`src/rtl/ic_biu_pkg.sv`:
```
// Shared definitions for the instruction-cache Wishbone bus interface unit.
//   biu_state_e    : FSM state encoding (IDLE, ACTIVE)
//   CTI_* / BTE_*  : Wishbone B3 cycle-type and burst-type codes
//   bte_for()      : wrap burst type matching a refill line length
package ic_biu_pkg;

   typedef enum logic [0:0] {
      IDLE   = 1'b0,
      ACTIVE = 1'b1
   } biu_state_e;

   localparam logic [2:0] CTI_CLASSIC = 3'b000;
   localparam logic [2:0] CTI_INCR    = 3'b010;
   localparam logic [2:0] CTI_EOB     = 3'b111;

   localparam logic [1:0] BTE_LINEAR  = 2'b00;
   localparam logic [1:0] BTE_WRAP4   = 2'b01;
   localparam logic [1:0] BTE_WRAP8   = 2'b10;

   // A 2-word line has no wrap code; it is issued as a linear burst.
   function automatic logic [1:0] bte_for(input int unsigned words);
      case (words)
         4:       return BTE_WRAP4;
         8:       return BTE_WRAP8;
         default: return BTE_LINEAR;
      endcase
   endfunction

endpackage

```
`src/rtl/ic_biu_wrap_addr.sv`:
```
// Beat counter and wrapping word-address incrementer for line refills.
// Ports:
//   clk, rst   : clock, asynchronous active-high reset
//   load       : capture load_addr (word aligned) and the beat count
//   step       : advance to the next word inside the line, count down
//   burst      : at load, 1 = LINE_WORDS beats, 0 = single beat
//   load_addr  : start byte address
//   adr        : current beat address
//   last       : current beat is the final one of the transfer
module ic_biu_wrap_addr #(
   parameter int AW         = 32,
   parameter int LINE_WORDS = 4
) (
   input  logic          clk,
   input  logic          rst,
   input  logic          load,
   input  logic          step,
   input  logic          burst,
   input  logic [AW-1:0] load_addr,
   output logic [AW-1:0] adr,
   output logic          last
);

   // Word-offset bits inside a line; also wide enough for LINE_WORDS-1.
   localparam int OW = $clog2(LINE_WORDS);

   logic [AW-1:0] adr_q, adr_d;
   logic [OW-1:0] cnt_q, cnt_d;

   always_comb begin
      adr_d = adr_q;
      cnt_d = cnt_q;
      if (load) begin
         adr_d = load_addr & ~AW'(3);
         cnt_d = burst ? OW'(LINE_WORDS - 1) : '0;
      end else if (step) begin
         // Only the in-line offset moves, so the carry never leaves the line.
         adr_d[OW+1:2] = adr_q[OW+1:2] + OW'(1);
         cnt_d         = cnt_q - OW'(1);
      end
   end

   always_ff @(posedge clk or posedge rst) begin
      if (rst) begin
         adr_q <= '0;
         cnt_q <= '0;
      end else begin
         adr_q <= adr_d;
         cnt_q <= cnt_d;
      end
   end

   assign adr  = adr_q;
   assign last = (cnt_q == '0);

endmodule

```
`src/rtl/ic_wb_burst_biu.sv`:
```
// Instruction-cache bus interface unit: turns the line-fill FSM's read request
// into Wishbone read cycles (single beat, or LINE_WORDS-beat wrapping refill)
// and returns each beat / bus error to the FSM.
// Ports:
//   clk, rst                 : clock, asynchronous active-high reset
//   biu_read, burst,
//   saved_addr               : request from the line-fill FSM
//   biudata, biudata_valid,
//   biudata_error            : beat data / accept / error back to the FSM
//   wb_*                     : Wishbone master (read only)
// Build option IC_BIU_WB_B3_EN: drive registered-feedback cti/bte codes;
// without it every cycle is a classic cycle (cti=000, bte=00).
//
// state  | meaning
// IDLE   | no bus cycle; a request loads address/count and starts next edge
// ACTIVE | cyc/stb high; waiting for ack/err, or abort when biu_read drops
module ic_wb_burst_biu
   import ic_biu_pkg::*;
#(
   parameter int AW         = 32,
   parameter int DW         = 32,
   parameter int LINE_WORDS = 4
) (
   input  logic          clk,
   input  logic          rst,
   input  logic          biu_read,
   input  logic          burst,
   input  logic [AW-1:0] saved_addr,
   output logic [DW-1:0] biudata,
   output logic          biudata_valid,
   output logic          biudata_error,
   output logic          wb_cyc_o,
   output logic          wb_stb_o,
   output logic          wb_we_o,
   output logic [3:0]    wb_sel_o,
   output logic [AW-1:0] wb_adr_o,
   output logic [2:0]    wb_cti_o,
   output logic [1:0]    wb_bte_o,
   input  logic [DW-1:0] wb_dat_i,
   input  logic          wb_ack_i,
   input  logic          wb_err_i
);

   localparam logic [0:0] S_IDLE   = IDLE;
   localparam logic [0:0] S_ACTIVE = ACTIVE;

   logic [0:0] state_q, state_d;
   logic       burst_q, burst_d;
   logic       load, step, last, active;

   assign active = (state_q == S_ACTIVE);

   always_comb begin
      state_d = state_q;
      burst_d = burst_q;
      load    = 1'b0;
      step    = 1'b0;
      if (!active) begin
         if (biu_read) begin
            state_d = S_ACTIVE;
            burst_d = burst;
            load    = 1'b1;
         end
      end else if (!biu_read || wb_err_i) begin
         state_d = S_IDLE;
      end else if (wb_ack_i) begin
         if (last) state_d = S_IDLE;
         else      step    = 1'b1;
      end
   end

   always_ff @(posedge clk or posedge rst) begin
      if (rst) begin
         state_q <= S_IDLE;
         burst_q <= 1'b0;
      end else begin
         state_q <= state_d;
         burst_q <= burst_d;
      end
   end

   ic_biu_wrap_addr #(
      .AW         (AW),
      .LINE_WORDS (LINE_WORDS)
   ) u_wrap_addr (
      .clk       (clk),
      .rst       (rst),
      .load      (load),
      .step      (step),
      .burst     (burst),
      .load_addr (saved_addr),
      .adr       (wb_adr_o),
      .last      (last)
   );

   // An abort (biu_read low) swallows any ack/err arriving in the same cycle.
   assign biudata       = wb_dat_i;
   assign biudata_error = active & biu_read & wb_err_i;
   assign biudata_valid = active & biu_read & ~wb_err_i & wb_ack_i;

   assign wb_cyc_o = active;
   assign wb_stb_o = active;
   assign wb_we_o  = 1'b0;
   assign wb_sel_o = 4'hF;

`ifdef IC_BIU_WB_B3_EN
   always_comb begin
      wb_cti_o = CTI_CLASSIC;
      wb_bte_o = BTE_LINEAR;
      if (active) begin
         if (burst_q) begin
            wb_cti_o = last ? CTI_EOB : CTI_INCR;
            wb_bte_o = bte_for(LINE_WORDS);
         end else begin
            wb_cti_o = CTI_EOB;
         end
      end
   end
`else
   assign wb_cti_o = CTI_CLASSIC;
   assign wb_bte_o = BTE_LINEAR;
`endif

endmodule

```
`config.mk`:
```
export PLATFORM = sky130hd
export DESIGN_NAME = ic_wb_burst_biu
export DESIGN_NICKNAME = d
export VERILOG_FILES = /design/src/rtl/ic_biu_pkg.sv /design/src/rtl/ic_biu_wrap_addr.sv /design/src/rtl/ic_wb_burst_biu.sv
export SDC_FILE = /design/constraint.sdc
export NUM_CORES = 1
export LEC_CHECK = 0
export ABC_AREA = 1
export BUFFER_PORTS_ARGS = -buffer_cell sky130_fd_sc_hd__buf_2
export CAP_MARGIN = 15
export CORE_AREA = 3 3 70 72
export DETAILED_ROUTE_END_ITERATION = 10
export DIE_AREA = 0 0 73 75
export PLACE_DENSITY = 0.8
export SYNTH_ARGS = -nofsm -noshare
export SYNTH_HDL_FRONTEND = slang
export SYNTH_SLANG_ARGS = --single-unit
export TNS_END_PERCENT = 10
```
`constraint.sdc`:
```
create_clock -name clk -period 2 [get_ports clk]
set_clock_uncertainty 0.2 [all_clocks]
set_input_delay 0.4 -clock clk [delete_from_list [all_inputs] [get_ports clk]]
set_output_delay 0.4 -clock clk [all_outputs]
set_load 0.005 [all_outputs]
```
==> run_summary.xml, run 1 <==
<?xml version="1.0" encoding="UTF-8"?>
<metrics>
  <group name="sta">
    <metric name="final.setup.tns" unit="ps">0</metric>
    <metric name="worst_hold_slack" unit="ps">-3.56</metric>
    <metric name="final.min_clock_period" unit="ps">1670</metric>
    <metric name="fmax" unit="GHz">0.600</metric>
    <metric name="slew_headroom" unit="%">65.4</metric>
    <metric name="grt_setup_unrepaired" unit="">false</metric>
    <metric name="final-setup-viol-count" unit="">0</metric>
    <metric name="layout_worst_path_cycle_share" unit="%">83.3</metric>
    <metric name="final-max-slew-violation-count" unit="">0</metric>
    <metric name="hold_viol" unit="">4</metric>
    <metric name="tightest_slew" unit="ps">518</metric>
  </group>
  <group name="pwr">
    <metric name="clock_network_fraction_of_design_power" unit="%">25.8</metric>
    <metric name="register_share_of_total_power" unit="%">47.8</metric>
    <metric name="power.switching" unit="mW">0.563</metric>
    <metric name="swShare" unit="%">30.1</metric>
    <metric name="cell_internal_pwr" unit="mW">1.31</metric>
    <metric name="p_per_area" unit="nW/µm²">976</metric>
    <metric name="worst_ir_drop_vdd" unit="mV">0.455</metric>
    <metric name="power.static_leakage" unit="nW">1.18</metric>
    <metric name="p_comb_share" unit="%">26.4</metric>
  </group>
  <group name="route">
    <metric name="routed_via_density" unit="">4.33</metric>
    <metric name="via_count" unit="">1324</metric>
    <metric name="route.detailed.wl_per_inst" unit="µm">10.7</metric>
    <metric name="drt_drc_violations_left" unit="">0</metric>
    <metric name="wirelength" unit="µm">3290</metric>
    <metric name="ant_nets" unit="">0</metric>
    <metric name="detail_route.first_pass.iterations" unit="">4</metric>
    <metric name="detail_route.iter0.violations" unit="">31</metric>
  </group>
  <group name="worst_setup_path">
    <metric name="worst_reg_to_reg_cells" unit="">7</metric>
    <metric name="cp.arrival" unit="ps">1070</metric>
    <metric name="setup.reg_to_reg.worst_slack" unit="ps">400</metric>
    <metric name="worst_r2r_startpoint" unit="">wb_cyc_o</metric>
    <metric name="critical_path.endpoint_type" unit="">output pin</metric>
    <metric name="crit_path_start_kind" unit="">flop</metric>
    <metric name="critical_path_required" unit="ps">1400</metric>
    <metric name="critical_path_origin" unit="">wb_cyc_o</metric>
    <metric name="critical_path.reg2reg.endpoint" unit="">u_wrap_addr.adr[2]</metric>
    <metric name="crit_end" unit="">biudata_valid</metric>
    <metric name="critical_path_peak_fanout" unit="">4</metric>
    <metric name="worst_setup_path_class" unit="">flop to output pin</metric>
  </group>
  <group name="floorplan">
    <metric name="die_area" unit="µm²">5480</metric>
    <metric name="total_core_area" unit="µm²">4350</metric>
    <metric name="placement_rows" unit="">24</metric>
    <metric name="die_x" unit="µm">73</metric>
    <metric name="floorplan.die.height" unit="µm">75</metric>
    <metric name="num_io_pins" unit="">148</metric>
    <metric name="starting_density_of_the_core" unit="%">40.1</metric>
  </group>
  <group name="layout">
    <metric name="ratio_of_cells_with_drive_above_1_in_the_final_layout" unit="%">33.1</metric>
    <metric name="num-nets-final" unit="">325</metric>
    <metric name="final_cell_count_no_fill" unit="">306</metric>
    <metric name="fillCellCount" unit="">437</metric>
    <metric name="antenna_cells_inserted" unit="">0</metric>
    <metric name="layout-area-overhead-vs-synth" unit="%">9.59</metric>
  </group>
  <group name="clock_network">
    <metric name="worst_setup_hold_path_clk_slew" unit="ps">60</metric>
    <metric name="clock-root-buffer" unit="">sky130_fd_sc_hd__clkbuf_8</metric>
    <metric name="cts_hold_buf" unit="">0</metric>
    <metric name="cts-resized-gates" unit="">0</metric>
    <metric name="clock_latency" unit="ps">270</metric>
    <metric name="h_tree_depth_reported_by_cts" unit="">2</metric>
    <metric name="post-cts-setup-buffer-count" unit="">0</metric>
    <metric name="tritoncts_buffer_count" unit="">5</metric>
    <metric name="tritoncts" unit="">done</metric>
    <metric name="numClockSinks" unit="">33</metric>
    <metric name="clk_path_buf_depth" unit="">2</metric>
  </group>
  <group name="global_route">
    <metric name="grt_start_max_net_pins" unit="">34</metric>
    <metric name="first_pass_grt_wire_length" unit="µm">5270</metric>
    <metric name="globalRouteOverflowTotal" unit="">0</metric>
    <metric name="grt_antenna_before_repair" unit="">0</metric>
    <metric name="grt_pass1_vias" unit="">1239</metric>
    <metric name="grt_usage" unit="%">12.4</metric>
  </group>
  <group name="synth">
    <metric name="share_of_flip_flops_with_an_asynchronous_set_or_reset_after_synthesis" unit="%">100</metric>
    <metric name="synthDominantAreaCellType" unit="">sky130_fd_sc_hd__dfrtp_1</metric>
    <metric name="postSynthAreaPerCell" unit="µm²">8.02</metric>
    <metric name="syn_inst" unit="">218</metric>
    <metric name="synth-edff-count" unit="">0</metric>
    <metric name="synth.most_common_cell" unit="">sky130_fd_sc_hd__nand2_1</metric>
    <metric name="mappedNetlistArea" unit="µm²">1750</metric>
    <metric name="ys_top_cells_by_area" unit="">sky130_fd_sc_hd__dfrtp_1, sky130_fd_sc_hd__nand2_1, sky130_fd_sc_hd__buf_4, sky130_fd_sc_hd__inv_1, sky130_fd_sc_hd__buf_2</metric>
    <metric name="ys_ff_latch" unit="">33</metric>
    <metric name="yosysWarnings" unit="">0</metric>
    <metric name="synthDistinctLibCells" unit="">16</metric>
    <metric name="dominantRegCellSynth" unit="">sky130_fd_sc_hd__dfrtp_1</metric>
    <metric name="synth_top_cells_by_count" unit="">sky130_fd_sc_hd__nand2_1, sky130_fd_sc_hd__buf_4, sky130_fd_sc_hd__dfrtp_1</metric>
    <metric name="yosysSeqAreaShare" unit="%">47.2</metric>
    <metric name="netlist.area_leader.share" unit="%">47.2</metric>
  </group>
  <group name="place">
    <metric name="hpwl" unit="µm">2470</metric>
    <metric name="io_buffers" unit="">69</metric>
    <metric name="gp_congestion" unit="">0.750</metric>
    <metric name="placed_cells_incl_taps" unit="">299</metric>
  </group>
  <group name="run_status">
    <metric name="failed_checks" unit="">negative hold slack</metric>
    <metric name="outcome" unit="">finished, violations left</metric>
  </group>
  <group name="hold_path">
    <metric name="hp-class" unit="">input port to asynchronous set/reset pin</metric>
  </group>
  <group name="flow_run">
    <metric name="maxCapViolations" unit="">0</metric>
  </group>
</metrics>
[final cells by class]
cell class,count,area (µm²),share of cell area (%)
sequential,33,826,43.1
timing repair buffer,71,360,18.8
multi-input combinational,132,537,28.0
inverter,11,41.3,2.16
tap,52,65.1,3.40
clock buffer,7,86.3,4.51
[through the flow]
stage | hold slack (ps) | instance area (µm²) | total power [mW] | setup slack (ps) | utilization, %
floorplan | 272 | 1790 | 1.26 | 681 | -
global placement | 258 | 1830 | 1.38 | 399 | 42.0
detailed placement | 260 | 1830 | 1.41 | 345 | 42.0
CTS | 12.6 | 1920 | 1.91 | 316 | 44.0
global route | 48.4 | 1920 | 2.02 | 246 | 44.0
finish | -3.56 | 1920 | 1.87 | 334 | 44.0
[worst min path at each step]
stage	from	endpoint	slack [ps]	depth (start not counted)
2_1_floorplan	u_wrap_addr.adr[10]	u_wrap_addr.adr[10]	270	2
3_3_place_gp	u_wrap_addr.adr[25]	u_wrap_addr.adr[25]	260	2
3_5_place_dp	u_wrap_addr.adr[19]	u_wrap_addr.adr[19]	260	2
4_1_cts	rst	wb_cyc_o	10	3
5_1_grt	rst	u_wrap_addr.adr[21]	50	3
6_report	rst	u_wrap_addr.adr[17]	-4	3
[critical path, stage by stage, from the launching register on]
cell                      delay (ps)
sky130_fd_sc_hd__dfrtp_1         430
sky130_fd_sc_hd__nand2_2         110
sky130_fd_sc_hd__nor3_1          130
sky130_fd_sc_hd__buf_2           130
[power groups by stage]
stage               clock network [mW]  logic (mW)  registers (mW)
floorplan                            0       0.346           0.913
global placement                     0       0.483           0.901
detailed placement                   0       0.507           0.903
CTS                              0.510       0.507           0.894
global route                     0.538       0.575           0.911
finish                           0.482       0.493           0.894
[routing by layer]
layer | GRT usage [%] | share of wire (%) | vias up
li1 | - | - | 661
met1 | 13.4 | 41 | 591
met2 | 21.7 | 49 | 64
met3 | 4.01 | 9.0 | 8
met4 | 6.56 | 1.1 | 0
met5 | 0 | 0 | -
[placed cells by master, fill, tap and decap left out, types with 3 or more instances in the layout]
cell	n
sky130_fd_sc_hd__buf_2	69
sky130_fd_sc_hd__clkbuf_8	6
sky130_fd_sc_hd__conb_1	12
sky130_fd_sc_hd__dfrtp_1	33
sky130_fd_sc_hd__inv_1	9
sky130_fd_sc_hd__nand2_1	104
sky130_fd_sc_hd__nand2_2	3
sky130_fd_sc_hd__nand3_1	5
[state kept, by name, summed over array words and instances (netlist names)]
signal,flops
u_wrap_addr.adr,30
u_wrap_addr.cnt_q,2
wb_cyc_o,1
[kinds of logic after synthesis]
kind of cell	Yosys count	synth area share (%)
AND/OR/NAND/NOR	117	26.8
buffers and inverters	63	24.2
flip-flops	33	47.2
AO/OA/AOI/OAI	2	0.573
other	2	0.430
adder cells (fa/ha/maj)	1	0.716
(Power assumes the default switching activity.)
==> inputs of run 2 (changes only) <==
ABC_AREA = 0   (was 1)
CORE_AREA = 3 3 71 73   (was 3 3 70 72)
DIE_AREA = 0 0 74 76   (was 0 0 73 75)
PLACE_DENSITY = 0.77   (was 0.8)
clock period = 1.6 ns   (was 2 ns; I/O delays follow)
==> run 2 against run 1 <==
  * The run now ends clean
  * Non-clock buffer count up 9
  * Area after synthesis fell by 3.3%
  * Combinational power decreased by 14%
  * Cell count shrank 3.3%
  * Sequential share of layout area shrank 0.79 points
  * Clock-buffer cell count down 1
  * First-iteration DRC count is 74% lower
  * Global-route usage is 0.44 points lower
  * Setup slack got worse by 300 ps
==> run_summary.xml, run 2 <==
<?xml version="1.0" encoding="UTF-8"?>
<metrics>
  <group name="floorplan">
    <metric name="total_core_area" unit="µm²">4410</metric>
    <metric name="floorplan.die.height" unit="µm">76</metric>
    <metric name="starting_density_of_the_core" unit="%">38.3</metric>
    <metric name="die_x" unit="µm">74</metric>
    <metric name="num_io_pins" unit="">148</metric>
    <metric name="placement_rows" unit="">24</metric>
    <metric name="die_area" unit="µm²">5620</metric>
  </group>
  <group name="layout">
    <metric name="antenna_cells_inserted" unit="">0</metric>
    <metric name="layout.cells.most_common_list" unit="">sky130_fd_sc_hd__nand2_1, sky130_fd_sc_hd__buf_2, sky130_fd_sc_hd__dfrtp_1, sky130_fd_sc_hd__conb_1, sky130_fd_sc_hd__buf_4</metric>
    <metric name="fillCellCount" unit="">442</metric>
    <metric name="leading_cell_type_in_the_layout_fill_and_taps_excluded" unit="">sky130_fd_sc_hd__nand2_1</metric>
    <metric name="largest_register_ffs" unit="">30</metric>
    <metric name="ratio_of_cells_with_drive_above_1_in_the_final_layout" unit="%">36.9</metric>
    <metric name="num-nets-final" unit="">314</metric>
    <metric name="final_core_utilization" unit="%">44.3</metric>
    <metric name="layout-area-overhead-vs-synth" unit="%">15.6</metric>
  </group>
  <group name="worst_setup_path">
    <metric name="worst_r2r_startpoint" unit="">u_wrap_addr.cnt_q[0]</metric>
    <metric name="crit_path_start_kind" unit="">flop</metric>
    <metric name="critical_path_peak_fanout" unit="">5</metric>
    <metric name="critical_path_required" unit="ps">1590</metric>
    <metric name="cp.arrival" unit="ps">1560</metric>
    <metric name="setup.reg_to_reg.worst_slack" unit="ps">30</metric>
    <metric name="critical_path.endpoint_type" unit="">flop</metric>
    <metric name="critical_path.reg2reg.endpoint" unit="">u_wrap_addr.adr[3]</metric>
    <metric name="worst_setup_path_class" unit="">flop to flop</metric>
    <metric name="worst_reg_to_reg_cells" unit="">5</metric>
  </group>
  <group name="global_route">
    <metric name="grt_antenna_before_repair" unit="">0</metric>
    <metric name="first_pass_grt_wire_length" unit="µm">5340</metric>
    <metric name="globalRoute.busiestLayer" unit="">met2</metric>
    <metric name="globalRouteOverflowTotal" unit="">0</metric>
    <metric name="grt_usage" unit="%">12.0</metric>
    <metric name="globalRouteMet2Util" unit="%">19.4</metric>
    <metric name="groute.layer.met1.usage" unit="%">13.8</metric>
    <metric name="met3_usage" unit="%">3.83</metric>
    <metric name="grt_start_max_net_pins" unit="">34</metric>
    <metric name="grt_pass1_vias" unit="">1194</metric>
  </group>
  <group name="synth">
    <metric name="syn_inst" unit="">199</metric>
    <metric name="netlist.area_leader.share" unit="%">48.9</metric>
    <metric name="synth_top_cells_by_count" unit="">sky130_fd_sc_hd__nand2_1, sky130_fd_sc_hd__buf_4, sky130_fd_sc_hd__dfrtp_1</metric>
    <metric name="yosysSeqAreaShare" unit="%">48.9</metric>
    <metric name="synthDominantAreaCellType" unit="">sky130_fd_sc_hd__dfrtp_1</metric>
    <metric name="synth-edff-count" unit="">0</metric>
    <metric name="synth.most_common_cell" unit="">sky130_fd_sc_hd__nand2_1</metric>
    <metric name="dominantRegCellSynth" unit="">sky130_fd_sc_hd__dfrtp_1</metric>
    <metric name="yosysWarnings" unit="">0</metric>
    <metric name="ys_top_cells_by_area" unit="">sky130_fd_sc_hd__dfrtp_1, sky130_fd_sc_hd__buf_4, sky130_fd_sc_hd__nand2_1, sky130_fd_sc_hd__buf_2, sky130_fd_sc_hd__inv_1</metric>
    <metric name="mappedNetlistArea" unit="µm²">1690</metric>
    <metric name="ys_ff_latch" unit="">33</metric>
    <metric name="synthDistinctLibCells" unit="">25</metric>
    <metric name="postSynthAreaPerCell" unit="µm²">8.49</metric>
    <metric name="share_of_flip_flops_with_an_asynchronous_set_or_reset_after_synthesis" unit="%">100</metric>
  </group>
  <group name="route">
    <metric name="routed_via_density" unit="">4.45</metric>
    <metric name="ant_nets" unit="">0</metric>
    <metric name="wirelength" unit="µm">3330</metric>
    <metric name="via_count" unit="">1317</metric>
    <metric name="detail_route.first_pass.iterations" unit="">4</metric>
    <metric name="route.detailed.wl_per_inst" unit="µm">11.3</metric>
    <metric name="detail_route.iter0.violations" unit="">8</metric>
    <metric name="drt_drc_violations_left" unit="">0</metric>
  </group>
  <group name="place">
    <metric name="hpwl" unit="µm">2580</metric>
    <metric name="io_buffers" unit="">69</metric>
    <metric name="gp_congestion" unit="">0.735</metric>
    <metric name="preCtsSetupSlack" unit="ps">-64.0</metric>
  </group>
  <group name="sta">
    <metric name="layout_worst_path_cycle_share" unit="%">97.9</metric>
    <metric name="fmax" unit="GHz">0.639</metric>
    <metric name="post-route-worst-setup-slack" unit="ps">33.9</metric>
    <metric name="hold_viol" unit="">0</metric>
    <metric name="final-max-slew-violation-count" unit="">0</metric>
    <metric name="final.min_clock_period" unit="ps">1570</metric>
    <metric name="grt_setup_unrepaired" unit="">true</metric>
    <metric name="final-setup-viol-count" unit="">0</metric>
  </group>
  <group name="clock_network">
    <metric name="tritoncts" unit="">done</metric>
    <metric name="h_tree_depth_reported_by_cts" unit="">2</metric>
    <metric name="clk_path_buf_depth" unit="">2</metric>
    <metric name="clock-root-buffer" unit="">sky130_fd_sc_hd__clkbuf_8</metric>
    <metric name="clock_latency" unit="ps">270</metric>
    <metric name="tritoncts_buffer_count" unit="">5</metric>
    <metric name="numClockSinks" unit="">33</metric>
    <metric name="worst_setup_hold_path_clk_slew" unit="ps">60</metric>
  </group>
  <group name="hold_path">
    <metric name="holdCritStartpoint" unit="">saved_addr[5]</metric>
    <metric name="hp-class" unit="">input port to flop</metric>
    <metric name="hold_end" unit="">u_wrap_addr.adr[5]</metric>
    <metric name="whs_path_depth" unit="">3</metric>
  </group>
  <group name="pwr">
    <metric name="p_per_area" unit="nW/µm²">1040</metric>
    <metric name="power.static_leakage" unit="nW">1.15</metric>
    <metric name="worst_ir_drop_vdd" unit="mV">0.466</metric>
  </group>
  <group name="flow_run">
    <metric name="maxCapViolations" unit="">0</metric>
  </group>
  <group name="run_status">
    <metric name="outcome" unit="">complete, no violations</metric>
  </group>
</metrics>
## run 2: cell families (layout without fill, tap and decap cells)
kind of cell | Yosys count | in the layout | share of synthesized area (%)
AO/OA/AOI/OAI | 9 | 9 | 3.85
adder cells (fa/ha/maj) | 1 | 1 | 0.740
buffers and inverters | 58 | 93 | 23.2
flip-flops | 33 | 33 | 48.9
other | 2 | 12 | 0.444
AND/OR/NAND/NOR | 96 | 96 | 22.9
## run 2: worst max-delay path, stage by stage, from the launching register on
cell and delay (ps):
sky130_fd_sc_hd__dfrtp_1 320, sky130_fd_sc_hd__inv_1 50, sky130_fd_sc_hd__ha_2 180, sky130_fd_sc_hd__nand4bb_4 240, sky130_fd_sc_hd__or3_1 320, sky130_fd_sc_hd__a31oi_1 170
## run 2: per-layer routing
layer	wire length, µm	up-vias
met5	0	-
met4	97	0
met2	1610	52
met1	1300	593
li1	-	646
met3	327	26
## run 2: cell type report
type                    count  area [µm²]  area share, %
flip-flops and latches     33         827           42.3
multi-input cells         118         531           27.1
clock buffers               6        72.6           3.71
clock inverters             2        10.0          0.512
inverters                   5        18.8          0.960
well taps                  52        65.1           3.33
repair buffers             80         430           22.0
## run 2: what timing repair did
action | 4_1_cts | 5_1_grt
gates cloned | 0 | 0
setup endpoints to repair | 3 | 3
resized for setup | 3 | 2
pin swaps | 0 | 3
hold buffers | 1 | 0
setup buffers | 0 | 2
endpoints found under the hold margin | 33 | 0
## run 2: power breakdown
part	total, mW	internal (mW)	switching [mW]
clock network	0.579	0.301	0.279
registers	1.02	0.957	0.0640
logic	0.424	0.211	0.214
total	2.02	1.47	0.556
## run 2: worst max path at each step
stage	from	endpoint	depth (start not counted)
floorplan	u_wrap_addr.cnt_q[0]	u_wrap_addr.adr[3]	6
global placement	u_wrap_addr.cnt_q[0]	u_wrap_addr.adr[3]	5
detailed placement	u_wrap_addr.cnt_q[1]	u_wrap_addr.adr[3]	5
CTS	u_wrap_addr.cnt_q[1]	u_wrap_addr.adr[3]	5
global route	u_wrap_addr.cnt_q[1]	u_wrap_addr.adr[3]	5
finish	u_wrap_addr.cnt_q[0]	u_wrap_addr.adr[3]	5
## run 2: metrics by stage
step	hold WS (ps)	power [mW]	TNS, ps	std cells	area (µm²)
after global placement	225	1.43	-27.8	285	1830
after CTS	19.2	2.06	0	294	1940
after detailed placement	242	1.45	-99.1	285	1830
after global routing	19.6	2.18	-73.4	296	1950
final	32.3	2.02	0	296	1950
after floorplan	225	1.31	0	209	1730
